===== src/rtl/rv_mc_pkg.sv =====
// Shared definitions for the multicycle RV32I controller: state encoding, major opcodes
// and the datapath select encodings driven by the controller.
package rv_mc_pkg;

   typedef enum logic [3:0] {
      StFetch,
      StDecode,
      StMemAdr,
      StMemRead,
      StMemWb,
      StMemWrite,
      StExecR,
      StExecI,
      StExecU,
      StAluWb,
      StBranch,
      StJal,
      StJalr,
      StJlink
   } state_e;

   localparam logic [6:0] OpLoad   = 7'b0000011;
   localparam logic [6:0] OpStore  = 7'b0100011;
   localparam logic [6:0] OpReg    = 7'b0110011;
   localparam logic [6:0] OpImm    = 7'b0010011;
   localparam logic [6:0] OpBranch = 7'b1100011;
   localparam logic [6:0] OpJal    = 7'b1101111;
   localparam logic [6:0] OpJalr   = 7'b1100111;
   localparam logic [6:0] OpLui    = 7'b0110111;
   localparam logic [6:0] OpAuipc  = 7'b0010111;
   localparam logic [6:0] OpFence  = 7'b0001111;

   localparam logic [3:0] AluAdd  = 4'd0;
   localparam logic [3:0] AluSub  = 4'd1;
   localparam logic [3:0] AluAnd  = 4'd2;
   localparam logic [3:0] AluOr   = 4'd3;
   localparam logic [3:0] AluXor  = 4'd4;
   localparam logic [3:0] AluSlt  = 4'd5;
   localparam logic [3:0] AluSltu = 4'd6;
   localparam logic [3:0] AluSll  = 4'd7;
   localparam logic [3:0] AluSrl  = 4'd8;
   localparam logic [3:0] AluSra  = 4'd9;

   localparam logic [2:0] ImmI = 3'b000;
   localparam logic [2:0] ImmS = 3'b001;
   localparam logic [2:0] ImmB = 3'b010;
   localparam logic [2:0] ImmJ = 3'b011;
   localparam logic [2:0] ImmU = 3'b100;

   localparam logic [1:0] ResAluOut    = 2'b00;
   localparam logic [1:0] ResData      = 2'b01;
   localparam logic [1:0] ResAluResult = 2'b10;

   localparam logic [1:0] SrcAPc    = 2'b00;
   localparam logic [1:0] SrcAOldPc = 2'b01;
   localparam logic [1:0] SrcAReg   = 2'b10;
   localparam logic [1:0] SrcAZero  = 2'b11;

   localparam logic [1:0] SrcBReg  = 2'b00;
   localparam logic [1:0] SrcBImm  = 2'b01;
   localparam logic [1:0] SrcBFour = 2'b10;

   // FENCE counts as supported only when it is configured to retire as a no-op.
   function automatic logic op_supported(input logic [6:0] op, input logic fence_nop);
      case (op)
         OpLoad, OpStore, OpReg, OpImm, OpBranch,
         OpJal, OpJalr, OpLui, OpAuipc: op_supported = 1'b1;
         OpFence:                       op_supported = fence_nop;
         default:                       op_supported = 1'b0;
      endcase
   endfunction

endpackage


===== src/rtl/alu_decoder.sv =====
// Maps funct3/funct7[5] to an ALU operation; immediate forms never select SUB and only
// use funct7[5] to pick arithmetic versus logical right shift.
module alu_decoder
   import rv_mc_pkg::*;
(
   input  logic [2:0] funct3,
   input  logic       funct7b5,
   input  logic       reg_op,
   output logic [3:0] alu_control
);

   always_comb begin
      alu_control = AluAdd;
      case (funct3)
         3'b000: alu_control = (reg_op && funct7b5) ? AluSub : AluAdd;
         3'b001: alu_control = AluSll;
         3'b010: alu_control = AluSlt;
         3'b011: alu_control = AluSltu;
         3'b100: alu_control = AluXor;
         3'b101: alu_control = funct7b5 ? AluSra : AluSrl;
         3'b110: alu_control = AluOr;
         3'b111: alu_control = AluAnd;
      endcase
   end

endmodule


===== src/rtl/mc_controller.sv =====
// Moore-style control FSM for a multicycle RV32I datapath; write strobes are additionally
// qualified by MemReady (fetch), Taken (branch) and reset.
module mc_controller
   import rv_mc_pkg::*;
#(
   parameter bit FENCE_NOP = 1'b1
) (
   input  logic       clk,
   input  logic       reset,
   input  logic [6:0] Op,
   input  logic [2:0] Funct3,
   input  logic       Funct7b5,
   input  logic       Taken,
   input  logic       MemReady,
   output logic       PCWrite,
   output logic       PCLsbClr,
   output logic       AdrSrc,
   output logic       MemWrite,
   output logic       IRWrite,
   output logic       RegWrite,
   output logic [1:0] ResultSrc,
   output logic [1:0] ALUSrcA,
   output logic [1:0] ALUSrcB,
   output logic [2:0] ImmSrc,
   output logic [3:0] ALUControl,
   output logic       Illegal
);

   state_e     state_q, state_d;
   logic [3:0] dec_alu_control;
   logic       reg_op;

   assign reg_op = (state_q == StExecR);

   alu_decoder u_alu_decoder (
      .funct3      (Funct3),
      .funct7b5    (Funct7b5),
      .reg_op      (reg_op),
      .alu_control (dec_alu_control)
   );

   always_ff @(posedge clk) begin
      if (reset) begin
         state_q <= StFetch;
      end else begin
         state_q <= state_d;
      end
   end

   always_comb begin
      state_d    = state_q;
      PCWrite    = 1'b0;
      PCLsbClr   = 1'b0;
      AdrSrc     = 1'b0;
      MemWrite   = 1'b0;
      IRWrite    = 1'b0;
      RegWrite   = 1'b0;
      ResultSrc  = ResAluOut;
      ALUSrcA    = SrcAPc;
      ALUSrcB    = SrcBReg;
      ImmSrc     = ImmI;
      ALUControl = AluAdd;
      Illegal    = 1'b0;

      unique case (state_q)
         StFetch: begin
            ALUSrcB   = SrcBFour;
            ResultSrc = ResAluResult;
            IRWrite   = MemReady;
            PCWrite   = MemReady;
            if (MemReady) state_d = StDecode;
         end
         StDecode: begin
            // Speculatively form the branch/jump target into ALUOut.
            ALUSrcA = SrcAOldPc;
            ALUSrcB = SrcBImm;
            ImmSrc  = (Op == OpJal) ? ImmJ : ImmB;
            state_d = StFetch;
            if (!op_supported(Op, FENCE_NOP)) begin
               Illegal = 1'b1;
            end else begin
               case (Op)
                  OpLoad, OpStore: state_d = StMemAdr;
                  OpReg:           state_d = StExecR;
                  OpImm:           state_d = StExecI;
                  OpBranch:        state_d = StBranch;
                  OpJal:           state_d = StJal;
                  OpJalr:          state_d = StJalr;
                  OpLui, OpAuipc:  state_d = StExecU;
                  default:         state_d = StFetch;
               endcase
            end
         end
         StMemAdr: begin
            ALUSrcA = SrcAReg;
            ALUSrcB = SrcBImm;
            ImmSrc  = (Op == OpStore) ? ImmS : ImmI;
            state_d = (Op == OpStore) ? StMemWrite : StMemRead;
         end
         StMemRead: begin
            AdrSrc = 1'b1;
            if (MemReady) state_d = StMemWb;
         end
         StMemWb: begin
            ResultSrc = ResData;
            RegWrite  = 1'b1;
            state_d   = StFetch;
         end
         StMemWrite: begin
            // Strobe stays up across stalls so the memory sees a stable request.
            AdrSrc   = 1'b1;
            MemWrite = 1'b1;
            if (MemReady) state_d = StFetch;
         end
         StExecR: begin
            ALUSrcA    = SrcAReg;
            ALUSrcB    = SrcBReg;
            ALUControl = dec_alu_control;
            state_d    = StAluWb;
         end
         StExecI: begin
            ALUSrcA    = SrcAReg;
            ALUSrcB    = SrcBImm;
            ImmSrc     = ImmI;
            ALUControl = dec_alu_control;
            state_d    = StAluWb;
         end
         StExecU: begin
            ALUSrcA = (Op == OpLui) ? SrcAZero : SrcAOldPc;
            ALUSrcB = SrcBImm;
            ImmSrc  = ImmU;
            state_d = StAluWb;
         end
         StAluWb: begin
            ResultSrc = ResAluOut;
            RegWrite  = 1'b1;
            state_d   = StFetch;
         end
         StBranch: begin
            ALUSrcA   = SrcAReg;
            ALUSrcB   = SrcBReg;
            ResultSrc = ResAluOut;
            PCWrite   = Taken;
            state_d   = StFetch;
         end
         StJal: begin
            ALUSrcA   = SrcAOldPc;
            ALUSrcB   = SrcBFour;
            ResultSrc = ResAluOut;
            PCWrite   = 1'b1;
            state_d   = StAluWb;
         end
         StJalr: begin
            ALUSrcA   = SrcAReg;
            ALUSrcB   = SrcBImm;
            ImmSrc    = ImmI;
            ResultSrc = ResAluResult;
            PCWrite   = 1'b1;
            PCLsbClr  = 1'b1;
            state_d   = StJlink;
         end
         StJlink: begin
            ALUSrcA = SrcAOldPc;
            ALUSrcB = SrcBFour;
            state_d = StAluWb;
         end
         default: state_d = StFetch;
      endcase

      if (reset) begin
         PCWrite  = 1'b0;
         IRWrite  = 1'b0;
         RegWrite = 1'b0;
         MemWrite = 1'b0;
         Illegal  = 1'b0;
      end
   end

endmodule


===== config.mk =====
export PLATFORM = sky130hd
export DESIGN_NAME = mc_controller
export DESIGN_NICKNAME = d
export VERILOG_FILES = /design/src/rtl/rv_mc_pkg.sv /design/src/rtl/alu_decoder.sv /design/src/rtl/mc_controller.sv
export SDC_FILE = /design/constraint.sdc
export NUM_CORES = 1
export LEC_CHECK = 0
export ABC_CLOCK_PERIOD_IN_PS = 2050
export BUFFER_PORTS_ARGS = -buffer_cell sky130_fd_sc_hd__buf_2
export CORE_AREA = 2 2 46 48
export DETAILED_ROUTE_END_ITERATION = 8
export DIE_AREA = 0 0 48 50
export HOLD_SLACK_MARGIN = 0.08
export MAX_ROUTING_LAYER = met4
export PLACE_DENSITY = 0.74
export SYNTH_ARGS = -nofsm -noshare
export SYNTH_HDL_FRONTEND = slang
export SYNTH_SLANG_ARGS = --single-unit

===== constraint.sdc =====
create_clock -name clk -period 2.05 [get_ports clk]
set_input_delay 0.1025 -clock clk [delete_from_list [all_inputs] [get_ports clk]]
set_output_delay 0.1025 -clock clk [all_outputs]
set_load 0.005 [all_outputs]

* Yosys cells after proc, flatten, opt, wreduce, memory -nomap -nowiden
Index checks and enable logic that the tools add are counted.
** Storage, ports and cells
- Input port bits :: 15
- Word-level logic and storage cells :: 84
- Register bits :: 4
- Output and inout bits :: 20
** Operators by class
- Equal/unequal tests :: 33
- Muxes and demuxes :: 33
- Reductions and logical operators :: 17
** Operators by type and width (number)
- one-hot mux 4 bit (7 select lines) :: 2
- one-hot mux 4 bit (8 select lines) :: 1
- equality test 4 bit (second input constant) :: 6
- equality test 7 x 6 -> 1 bit (second input constant) :: 3
- equality test 7 bit (second input constant) :: 3
- two-way mux 4 bit :: 5
- two-way mux 1 bit :: 18
- equality test 4 x 3 -> 1 bit (second input constant) :: 4
- OR reduction 5 bit :: 3
- equality test 7 x 5 -> 1 bit (second input constant) :: 2
- OR reduction 2 bit :: 7
- equality test 3 bit (second input constant) :: 4
- OR reduction 10 bit :: 1
- one-hot mux 3 bit (3 select lines) :: 1
- equality test 4 x 2 -> 1 bit (second input constant) :: 2
- one-hot mux 2 bit (2 select lines) :: 2
- equality test 7 x 2 -> 1 bit (second input constant) :: 1
- equality test 7 x 4 -> 1 bit (second input constant) :: 1
- equality test 3 x 2 -> 1 bit (second input constant) :: 2
- inequality test 2 bit (second input constant) :: 3
- one-hot mux 2 bit (3 select lines) :: 1
- OR reduction 3 bit :: 2
- equality test 4 x 1 -> 1 bit (second input constant) :: 1
- logical NOT 4 bit :: 1
- 7 further kinds :: 7

* Depth between registers and ports, before layout
Gate-level depths: netlist of run 1.
- Word-level depth :: 7
- Gate-level depth with buffers :: 6
- Depth with buffers taken out :: 4

* By module
Synthesis of run 1 repeated with hierarchy kept, for this count alone.
** Second synthesis, totals
- Cell total of the unflattened synthesis :: 126
- Area total of the unflattened synthesis :: 828.3 um^2
** Modules (own cells, without submodules)
- mc_controller :: times used 1, cells each 117, seq. area each 80.1 um^2, area each 768.2 um^2
- alu_decoder :: times used 1, cells each 9, seq. area each 0.0 um^2, area each 60.1 um^2

* Least setup slack after synthesis of run 1
OpenSTA, ideal clock, no wires.
- Kind :: register -> register
- From :: register state_q[3]
- To :: register state_q[2]
- Setup time :: 0.074 ns
- Clock period less this slack :: 1.582 ns
- Arrival time :: 1.508 ns
- Buffers on the path :: 1
- Slack :: 0.468 ns
- Stages on the path, launching flop included :: 6
- Required time :: 1.976 ns
- Path through :: dfxtp_1 clkbuf_1 nor4b_2 nand3_1 or3_1 a31oi_1
** Between the ends
- Longest elaborated chain between the ends :: 3
- Elaborated cells on any way between the ends :: 17
- Those cells by class :: eq/ne: 13; mux: 1; reduce/logical: 3
** Ends and longest elaborated chain
- start: declaration :: line mc_controller.sv:29 : state_e state_q, state_d;
- start signal: assignment :: line mc_controller.sv:44 : state_q <= StFetch;
- start signal: assignment :: line mc_controller.sv:46 : state_q <= state_d;
- equality test 4 bit, or another cell as far along :: line mc_controller.sv:65 : unique case (state_q)
- OR reduction 5 bit (no line) or inequality test 2 bit (tied branches)
- one-hot mux 4 bit (7 select lines) or AND reduction 3 bit (tied branches)
Several ways; a longest one is shown, not always the timed one.
A chain may end at the register's enable or synchronous reset.

* Final worst setup path of run 1
- From :: register state_q[2]
- To :: output ImmSrc[0]
** Between the ends
- Longest elaborated chain between the ends :: 2
- Elaborated cells on any way between the ends :: 4
- Those cells by class :: eq/ne: 3; mux: 1
** Ends and longest elaborated chain
- equality test 4 bit, or another cell as far along :: line mc_controller.sv:65
- one-hot mux 3 bit (3 select lines) (*) :: line mc_controller.sv:65
- end: declaration :: line mc_controller.sv:24 : output logic [2:0] ImmSrc,
Mark *: on every way between the ends. The rest lies on a longest branch, timed or not.

==> results of run 1 <==
==> power by group through the flow <==
stage          logic, mW  clock network [mW]  registers [mW]
2_1_floorplan     0.0764                   0          0.0828
3_3_place_gp       0.122                   0          0.0830
3_5_place_dp       0.125                   0          0.0831
4_1_cts            0.126               0.102          0.0818
5_1_grt            0.140               0.111          0.0822
6_report           0.126               0.105          0.0818
==> critical path: stages (launching register included) <==
cell	delay, ps
dfxtp_1	430
nand2b_1	350
or4_1	550
o21ai_0	90
buf_2	140
==> cell usage in the layout (no fill, tap or decap), types with 3 or more instances in the layout <==
cell      count
inv_1         5
nand3_1       3
clkbuf_4      3
nand2b_1      6
nor3_1        7
a21oi_1       8
nor3b_1       4
nor2_1       14
buf_2        34
dfxtp_1       4
nand2_1       6
nor2b_1       4
o22ai_1       3
nor4_1        3
buf_4         4
a211oi_1      4
o21ai_0       7
==> worst min-delay path by stage <==
stage,startpoint,end,slack [ps]
floorplan,Funct3[1],ALUControl[3],240
global placement,reset,state_q[3],420
detailed placement,reset,state_q[3],440
CTS,reset,state_q[3],180
global route,reset,state_q[3],190
finish,reset,state_q[3],190
==> layout make-up <==
type                    count  share of cell area [%]
multi-input cells         108                    65.5
well taps                  27                    3.28
inverters                   5                    1.82
flip-flops and latches      4                    7.77
repair buffers             38                    19.4
clock buffers               3                    2.18
==> logic make-up after synthesis <==
group / after synthesis
xor+xnor: 1
simple gates: 62
compound gates: 44
buf+inv: 17
flops: 4
mux: 1
==> metrics by stage <==
step           hold WS, ps  worst slack (ps)  std cells
3_3_place_gp           419               383        182
5_1_grt                191              35.0        185
4_1_cts                182               162        185
2_1_floorplan          241               468        129
6_report               185               132        185
3_5_place_dp           436               357        182
==> routing by layer <==
layer / global-route usage, % / up-vias
met4: 10.8 / 0
li1: - / 547
met3: 1.47 / 6
met2: 36.0 / 47
met5: - / -
met1: 25.5 / 493
==> key figures, run 1 <==
Run status
  – Status: finished, final reports clean

STA
  – Fmax: 521 MHz
  – Min Tclk post-route: 1920 ps
  – Worst slew pin tran: 399 ps
  – Final Setup Violations: 0
  – TNS Setup: 0 ps
  – Final hold violations: 0
  – Setup Skew: 6.90 ps
  – Unrepaired setup endpoints after global routing: false
  – Crit share post-route: 93.6%
  – Slew Limit Fails: 0
  – Max_slew headroom: 72.7%

Critical path
  – WP data required: 1950 ps
  – Worst r2r path cells: 4
  – Crit Path Max Fanout: 15
  – Worst setup path end: ImmSrc[0]
  – Crit. Startpoint: state_q[2]
  – CP endpoint kind: output port
  – R2r endpoint: state_q[3]
  – Reg2Reg Launch Point: state_q[2]
  – Crit start category: register
  – Crit Path Class: reg2out
  – Worst R2R Setup Slack: 360 ps
  – Worst endpoint data arrival time: 1820 ps

CTS
  – Clock net sink count: 4
  – Hold buffers post-CTS: 0
  – Clock Latency Late Sink: 250 ps
  – Depth of the CTS H-tree: 1
  – CTS clk-pin slew, worst paths: 40 ps
  – CTS tree: yes
  – Clock root buffer master: clkbuf_4
  – Post-CTS setup buffers: 0
  – CTS Buf Count: 3
  – CTS max path bufs: 2
  – Post_cts resized: 0

Place
  – Hpwl dp: 1870 µm
  – Port Buffers: 34
  – GP Congestion: 0.871
  – Placed Area: 0.00101 mm²

Final layout
  – Top Registers: state_q x4
  – Area Overhead vs Synth: 24.7%
  – Most flops, register: state_q
  – Share of cells above drive strength 1: 28.5%
  – Largest register FFs: 4
  – N_diodes: 0
  – Multi-input gate area: 676 µm²
  – Filler instances: 206
  – Sequential cell area: 80.1 µm²
  – Post-route cell area: 0.00103 mm²
  – Final Util: 54.2%
  – Post-layout net count: 175

Yosys
  – Ranking of synthesized cells by area: dfxtp_1 9.7%, nor2_1 6.4%, clkbuf_1 5.0%
  – Part of the Yosys area used for sequential elements: 9.68%
  – EDFF count, synth: 0
  – Post-synthesis compound-gate area fraction: 36.9%
  – Syn Inst Count: 129
  – Mux contribution to synthesized area: 1.21%
  – Flops & latches, synth: 4
  – Post-Synth Adder-Cell Area: 0%
  – Main synth FF type: dfxtp_1
  – Avg Cell Area, Syn: 6.41 µm²
  – Synth top area share: 9.68%
  – Most frequent cell after synthesis: nor2_1
  – Synth cell count leaders: 14 x nor2_1, 11 x clkbuf_1, 8 x a21oi_1
  – Synth async-reset ratio: 0%
  – Cell taking the most area after synthesis: dfxtp_1
  – Cell area after synthesis: 827 µm²
  – Synth cell types: 42
  – Synthesis warning total: 0
  – Syn_nets: 144
  – Synth Area in Simple Gates: 42.5%
  – Largest family of logic cells by synthesized area: simple AND/OR/NAND/NOR gates
  – XOR/XNOR share of the synthesized area: 1.06%

Power
  – Sw Ratio: 35.3%
  – Clock share of power: 33.5%
  – Cell-internal power: 202 µW
  – Maximum VDD drop: 0.188 mV
  – Pwr/cell area: 303 mW/mm²
  – P_sw: 110 µW
  – PnR Total Power: 313 µW
  – Part of the power in registers: 26.2%
  – Combinational group share of total power: 40.3%
  – Pleak: 0.463 nW

Routing
  – Via count: 1093
  – M1 WL: 1010 µm
  – Via/cell ratio: 5.91
  – Antenna-violating nets left: 0
  – DR WL met2: 1210 µm
  – WL/cell: 13.0 µm
  – Drt initial violations: 37
  – # DRC: 0
  – Pre-antenna DRT Iters: 4
  – Uppermost layer routed: met4
  – Routed WL: 2410 µm
  – WL met3: 158 µm

Min path
  – Worst Hold Class: in2reg
  – Hold Crit Depth: 2

Flow run
  – Max-cap violations: 0

Floorplanning
  – Die footprint: 0.00240 mm²
  – Initial core utilization: 43.5%
  – Num rows: 16
  – I/O pins: 35
  – Core box area: 0.00190 mm²
  – DIE WIDTH: 48 µm
  – Die Y: 50 µm

GRT
  – GRT overflow: 0
  – Number of global-route vias before repair: 933
  – Total GRT Usage: 21.9%
  – Global-route wire length before repair: 3800 µm
  – Largest net degree at the start of global routing: 22
  – Initial antenna violation count: 0
Power figures use the tool's default switching activity.
==> run 2: changes to the inputs <==
- CORE_AREA: 2 2 46 48 -> 2 2 45 47
- DIE_AREA: 0 0 48 50 -> 0 0 47 49
- PLACE_DENSITY: 0.74 -> 0.77
==> run 2 against run 1 <==
Via count is 1.5% lower; sequential share of layout area stayed put; flip-flop and latch count stayed put; fmax is 2.1% higher; clock skew is 6.0 ps lower; final cell count stayed put; global-route usage is 1.0 points lower; clock power is 6% lower; largest power group unchanged; wire length is 3.5% lower; first-iteration DRC count is 51% lower; non-clock buffer count stayed put; register-to-register slack better by 40 ps.
==> key figures, run 2 (same netlist as run 1, synthesis figures left out) <==
Power
  – Part of the power in registers: 26.8% (+0.6 points)
  – P_sw: 105 µW (-5.1%)
  – Maximum VDD drop: 0.217 mV (+16%)
  – Clock share of power: 32.5% (-1.0 points)
  – Combinational group share of total power: 40.7% (+0.4 points)
  – Pleak: 0.462 nW (-0.22%)
  – Sw Ratio: 34.3% (-0.94 points)
  – Cell-internal power: 200 µW (-1.1%)
  – Pwr/cell area: 295 mW/mm² (-2.5%)
  – PnR Total Power: 305 µW (-2.5%)

Critical path
  – CP endpoint kind: output port
  – Worst r2r path cells: 5 (+1)
  – CP Buf/Inv Count: 1 (unchanged)
  – Cells along the critical path: nand2b_1 > or4_1 > o21ai_0 > buf_2
  – Worst R2R Setup Slack: 400 ps (+40 ps)
  – Crit Path Class: reg2out
  – Crit start category: register
  – R2r endpoint: state_q[0]
  – Crit Path Max Fanout: 15 (unchanged)
  – Worst setup path end: ImmSrc[0]
  – CP top delay family: simple AND/OR/NAND/NOR gates
  – Slowest stage cell, crit path: or4_1
  – WP data required: 1950 ps (about the same)
  – Reg2Reg Launch Point: state_q[3]
  – Crit. Startpoint: state_q[2]
  – CP max stage delay: 540 ps (about the same)
  – Worst endpoint data arrival time: 1780 ps (-40 ps)
  – CP Depth: 4 (unchanged)

Routing
  – WL/cell: 12.6 µm (-3.5%)
  – Antenna-violating nets left: 0 (unchanged)
  – Pre-antenna DRT Iters: 4 (unchanged)
  – Via/cell ratio: 5.82 (-1.5%)
  – Drt initial violations: 18 (-51%)
  – Routed WL: 2330 µm (-3.5%)
  – # DRC: 0 (unchanged)
  – Via count: 1077 (-1.5%)

GRT
  – Number of global-route vias before repair: 881 (-5.6%)
  – GRT overflow: 0 (unchanged)
  – Global-route wire length before repair: 3590 µm (-5.6%)
  – Total GRT Usage: 20.8% (-1.0 points)
  – Initial antenna violation count: 0 (unchanged)
  – Largest net degree at the start of global routing: 22 (unchanged)

STA
  – TNS Setup: 0 ps (unchanged)
  – Final hold violations: 0 (unchanged)
  – Crit share post-route: 91.6% (-2.0 points)
  – Setup Skew: 0.933 ps (-5.97 ps)
  – Slew Limit Fails: 0 (unchanged)
  – Max_slew headroom: 72.2% (-0.49 points)
  – Fmax: 533 MHz (+2.1%)
  – Min Tclk post-route: 1880 ps (-40.1 ps)
  – Setup ws final: 172 ps (+40.1 ps)
  – Final Setup Violations: 0 (unchanged)
  – Unrepaired setup endpoints after global routing: false
  – Worst slew pin tran: 416 ps (+17.1 ps)

Final layout
  – Top Registers: state_q x4
  – Area Overhead vs Synth: 24.7% (unchanged)
  – N_diodes: 0 (unchanged)
  – Post-route cell area: 0.00103 mm² (unchanged)
  – Post-layout net count: 175 (unchanged)
  – Most flops, register: state_q
  – Most frequent cells in the layout: 34 x buf_2, 14 x nor2_1, 8 x a21oi_1
  – Largest register FFs: 4 (unchanged)
  – Share of cells above drive strength 1: 28.5% (unchanged)
  – Commonest non-fill, non-tap cell in the layout: buf_2

CTS
  – CTS Buf Count: 3 (unchanged)
  – Clock net sink count: 4 (unchanged)
  – CTS tree: yes
  – Clock Latency Late Sink: 240 ps (about the same)
  – CTS max path bufs: 2 (unchanged)
  – Post_cts resized: 0 (unchanged)
  – Clock root buffer master: clkbuf_4
  – Depth of the CTS H-tree: 1 (unchanged)
  – Hold buffers post-CTS: 0 (unchanged)
  – Post-CTS setup buffers: 0 (unchanged)
  – CTS clk-pin slew, worst paths: 40 ps (about the same)

Run status
  – Status: finished, final reports clean

Floorplanning
  – Die footprint: 0.00230 mm² (-4.0%)
  – Die Y: 49 µm (-2.0%)
  – I/O pins: 35 (unchanged)
  – Initial core utilization: 44.9% (+1.4 points)
  – Core box area: 0.00184 mm² (-3.2%)
  – DIE WIDTH: 47 µm (-2.1%)
  – Num rows: 16 (unchanged)

Min path
  – Worst Hold Class: in2reg

Flow run
  – Max-cap violations: 0 (unchanged)

Place
  – Hpwl dp: 1830 µm (-2.3%)
  – Placed Area: 0.00101 mm² (unchanged)
  – Port Buffers: 34 (unchanged)
  – Place WS: 357 ps (+0.0520 ps)
  – GP Congestion: 0.848 (-2.6%)
==> run 2: how the worst min path moves through the flow <==
stage	startpoint	endpoint	slack, ps	cells past startpoint
6_report	reset	state_q[3]	190	2
5_1_grt	reset	state_q[3]	220	2
4_1_cts	reset	state_q[3]	190	2
3_5_place_dp	reset	state_q[3]	430	2
3_3_place_gp	reset	state_q[3]	430	2
2_1_floorplan	Funct3[1]	ALUControl[3]	240	1
==> run 2: metrics by stage <==
step	hold WS (ps)	std cells	utilization, %
2_1_floorplan	241	129	-
3_3_place_gp	428	182	54.8
3_5_place_dp	434	182	54.8
4_1_cts	188	185	56.0
5_1_grt	219	185	56.0
6_report	192	185	56.0
==> run 2: area by class of cell <==
type,instances,area [µm²]
flip-flops and latches,4,80.1
clock buffers,3,22.5
repair buffers,38,200
well taps,27,33.8
fillers,204,811
multi-input cells,108,676
inverters,5,18.8
==> run 2: metal layers <==
layer / GRT usage (%) / up-vias / routed length [µm]
met5: - / - / 0
met4: 6.94 / 0 / 17
met3: 1.11 / 2 / 78
met2: 35.4 / 27 / 1230
met1: 25.2 / 504 / 999
li1: - / 544 / -
==> run 2: power groups by stage <==
stage          registers (mW)  logic, mW  clock network, mW
2_1_floorplan          0.0828     0.0764                  0
3_3_place_gp           0.0830      0.119                  0
3_5_place_dp           0.0829      0.123                  0
4_1_cts                0.0817      0.124              0.101
5_1_grt                0.0822      0.137              0.100
6_report               0.0817      0.124             0.0990
==> run 3: changes to the inputs <==
- SYNTH_HIERARCHICAL: unset -> 1
==> run 3 against run 2 <==
Flip-flop and latch count did not move; final cell count grew 0.54%; largest cell class unchanged; register-to-register slack worse by 80 ps; critical endpoint is now ALUControl[0].
==> key figures, run 3 <==
Run status
  – Status: finished, final reports clean

GRT
  – Number of global-route vias before repair: 916 (+4.0%)
  – GRT overflow: 0 (unchanged)
  – Largest net degree at the start of global routing: 22 (unchanged)
  – Initial antenna violation count: 0 (unchanged)
  – Total GRT Usage: 22.7% (+1.9 points)
  – Global-route wire length before repair: 3900 µm (+8.6%)

Final layout
  – Most flops, register: state_q
  – Most frequent cells in the layout: 34 x buf_2, 14 x nor2_1, 13 x nand2_1
  – Share of cells above drive strength 1: 29.6% (+1.1 points)
  – Area Overhead vs Synth: 26.7%
  – Post-layout net count: 176 (+0.57%)
  – Multi-input gate area: 698 µm² (+3.3%)
  – N_diodes: 0 (unchanged)
  – Largest register FFs: 4 (unchanged)
  – Sequential cell area: 80.1 µm² (unchanged)
  – Filler instances: 186 (-8.8%)
  – Top Registers: state_q x4
  – Commonest non-fill, non-tap cell in the layout: buf_2

Yosys
  – Synth cell count leaders: 14 x nor2_1, 13 x nand2_1, 10 x a21oi_1
  – Synth cell types: 45 (+7.1%)
  – Cell area after synthesis: 828 µm² (+0.15%)
  – Flops & latches, synth: 4 (unchanged)
  – Ranking of synthesized cells by area: dfxtp_1 9.7%, nor2_1 6.3%, a21oi_1 6.0%
  – Syn Inst Count: 126 (-2.3%)
  – Synth top area share: 9.67% (-0.015 points)
  – Synth async-reset ratio: 0% (unchanged)
  – EDFF count, synth: 0 (unchanged)
  – Syn_nets: 141 (-2.1%)
  – Part of the Yosys area used for sequential elements: 9.67% (-0.015 points)
  – Avg Cell Area, Syn: 6.57 µm² (+2.5%)
  – Cell taking the most area after synthesis: dfxtp_1
  – Synthesis warning total: 6 (+6)
  – Most frequent cell after synthesis: nor2_1
  – Main synth FF type: dfxtp_1

Routing
  – Drt initial violations: 17 (-1)
  – WL met3: 117 µm (+50%)
  – WL/cell: 12.9 µm (+2.5%)
  – Antenna-violating nets left: 0 (unchanged)
  – Uppermost layer routed: met3
  – # DRC: 0 (unchanged)
  – DR WL met2: 1230 µm (unchanged)
  – Pre-antenna DRT Iters: 4 (unchanged)
  – Via/cell ratio: 5.67 (-2.7%)
  – Via count: 1054 (-2.1%)
  – Routed WL: 2400 µm (+3.0%)
  – M1 WL: 1050 µm (+4.9%)

CTS
  – Hold buffers post-CTS: 0 (unchanged)
  – Post-CTS setup buffers: 0 (unchanged)
  – Depth of the CTS H-tree: 1 (unchanged)
  – Clock Latency Late Sink: 240 ps (about the same)
  – CTS tree: yes
  – CTS Buf Count: 3 (unchanged)
  – CTS max path bufs: 2 (unchanged)
  – Clock root buffer master: clkbuf_4
  – Clock net sink count: 4 (unchanged)
  – CTS clk-pin slew, worst paths: 40 ps (about the same)
  – Post_cts resized: 0 (unchanged)

Min path
  – Worst Hold Class: in2reg

STA
  – Crit share post-route: 90.6% (-0.95 points)
  – Max_slew headroom: 70.8% (-1.4 points)
  – Final hold violations: 0 (unchanged)
  – Worst slew pin tran: 432 ps (+15.9 ps)
  – Fmax: 538 MHz (+1.0%)
  – Unrepaired setup endpoints after global routing: false
  – TNS Setup: 0 ps (unchanged)
  – Slew Limit Fails: 0 (unchanged)
  – Setup Skew: 3.95 ps (+3.01 ps)
  – Final Setup Violations: 0 (unchanged)
  – Min Tclk post-route: 1860 ps (-19.4 ps)

Critical path
  – Worst endpoint data arrival time: 1760 ps (-20 ps)
  – Crit Path Class: reg2out
  – Crit start category: register
  – WP data required: 1950 ps (about the same)
  – CP endpoint kind: output port
  – Crit Path Max Fanout: 10 (-5)
  – Worst R2R Setup Slack: 320 ps (-80 ps)

Power
  – Pwr/cell area: 299 mW/mm² (+1.1%)
  – Maximum VDD drop: 0.134 mV (-39%)
  – Pleak: 0.452 nW (-2.1%)
  – PnR Total Power: 314 µW (+2.9%)

Floorplanning
  – Die Y: 49 µm (unchanged)
  – Core box area: 0.00184 mm² (unchanged)
  – Initial core utilization: 45.0% (+0.068 points)
  – DIE WIDTH: 47 µm (unchanged)
  – Num rows: 16 (unchanged)
  – I/O pins: 35 (unchanged)
  – Die footprint: 0.00230 mm² (unchanged)

Flow run
  – Max-cap violations: 0 (unchanged)

Place
  – Port Buffers: 34 (unchanged)
  – GP Congestion: 0.898 (+6.0%)
  – Hpwl dp: 1840 µm (+0.73%)
run 3: cell types whose count changed in the layout (fill, tap and decap cells not counted), moves of 3 or more:
cell / previous run / this run
nand2_1: 6 / 13
o41ai_1: 0 / 3
a211oi_1: 4 / 0
and2_1: 2 / 6
nand3_1: 3 / 0
run 3: area by class of cell:
| cell class | instances | share of cell area [%] |
|---|---|---|
| Sequential cell | 4 | 7.63 |
| Tap cell | 27 | 3.22 |
| Inverter | 4 | 1.43 |
| Timing Repair Buffer | 38 | 19.1 |
| Multi-Input combinational cell | 110 | 66.5 |
| Clock buffer | 3 | 2.15 |
run 3: worst paths after layout:
kind / from / to / depth (start not counted)
max: state_q[2] / ALUControl[0] / 8
min: reset / state_q[3] / 2
max reg2reg: state_q[1] / state_q[0] / 5
min reg2reg: state_q[3] / state_q[3] / 4
run 3: routing by layer:
| layer | vias up | GRT usage (%) |
|---|---|---|
| met5 | - | - |
| met3 | 0 | 2.22 |
| met4 | 0 | 6.02 |
| met1 | 481 | 29.4 |
| met2 | 40 | 36.8 |
| li1 | 533 | - |
run 3: worst max-delay path, cell delays in order (launching register included):
cell,delay [ps]
dfxtp_1,540
buf_4,230
nand3b_1,130
nor2_1,110
nand2_1,50
o21ai_0,120
and2_1,130
and2_1,110
buf_2,110
run 3: power breakdown:
group / internal, mW / switching [mW]
registers: 0.0806 / 0.00161
clock network: 0.0656 / 0.0337
logic: 0.0584 / 0.0737
total: 0.205 / 0.109
run 3: logic make-up after synthesis:
logic type / after synthesis / share of synthesized area [%]
multiplexers: 2 / 2.57
AND/OR/NAND/NOR: 68 / 47.0
AO/OA/AOI/OAI: 37 / 31.6
buffers and inverters: 12 / 6.04
flip-flops: 4 / 9.67
XOR/XNOR: 3 / 3.17
run 3: per-stage QoR:
stage / area [µm²] / std cells / setup WS [ps] / util [%] / hold WS (ps)
final: 1050 / 186 / 192 / 57.0 / 163
after CTS: 1050 / 186 / 179 / 57.0 / 153
after detailed placement: 1030 / 183 / 365 / 55.8 / 405
after floorplan: 828 / 126 / 484 / - / 273
after global placement: 1030 / 183 / 426 / 55.8 / 395
after global routing: 1050 / 186 / 25.9 / 57.0 / 170
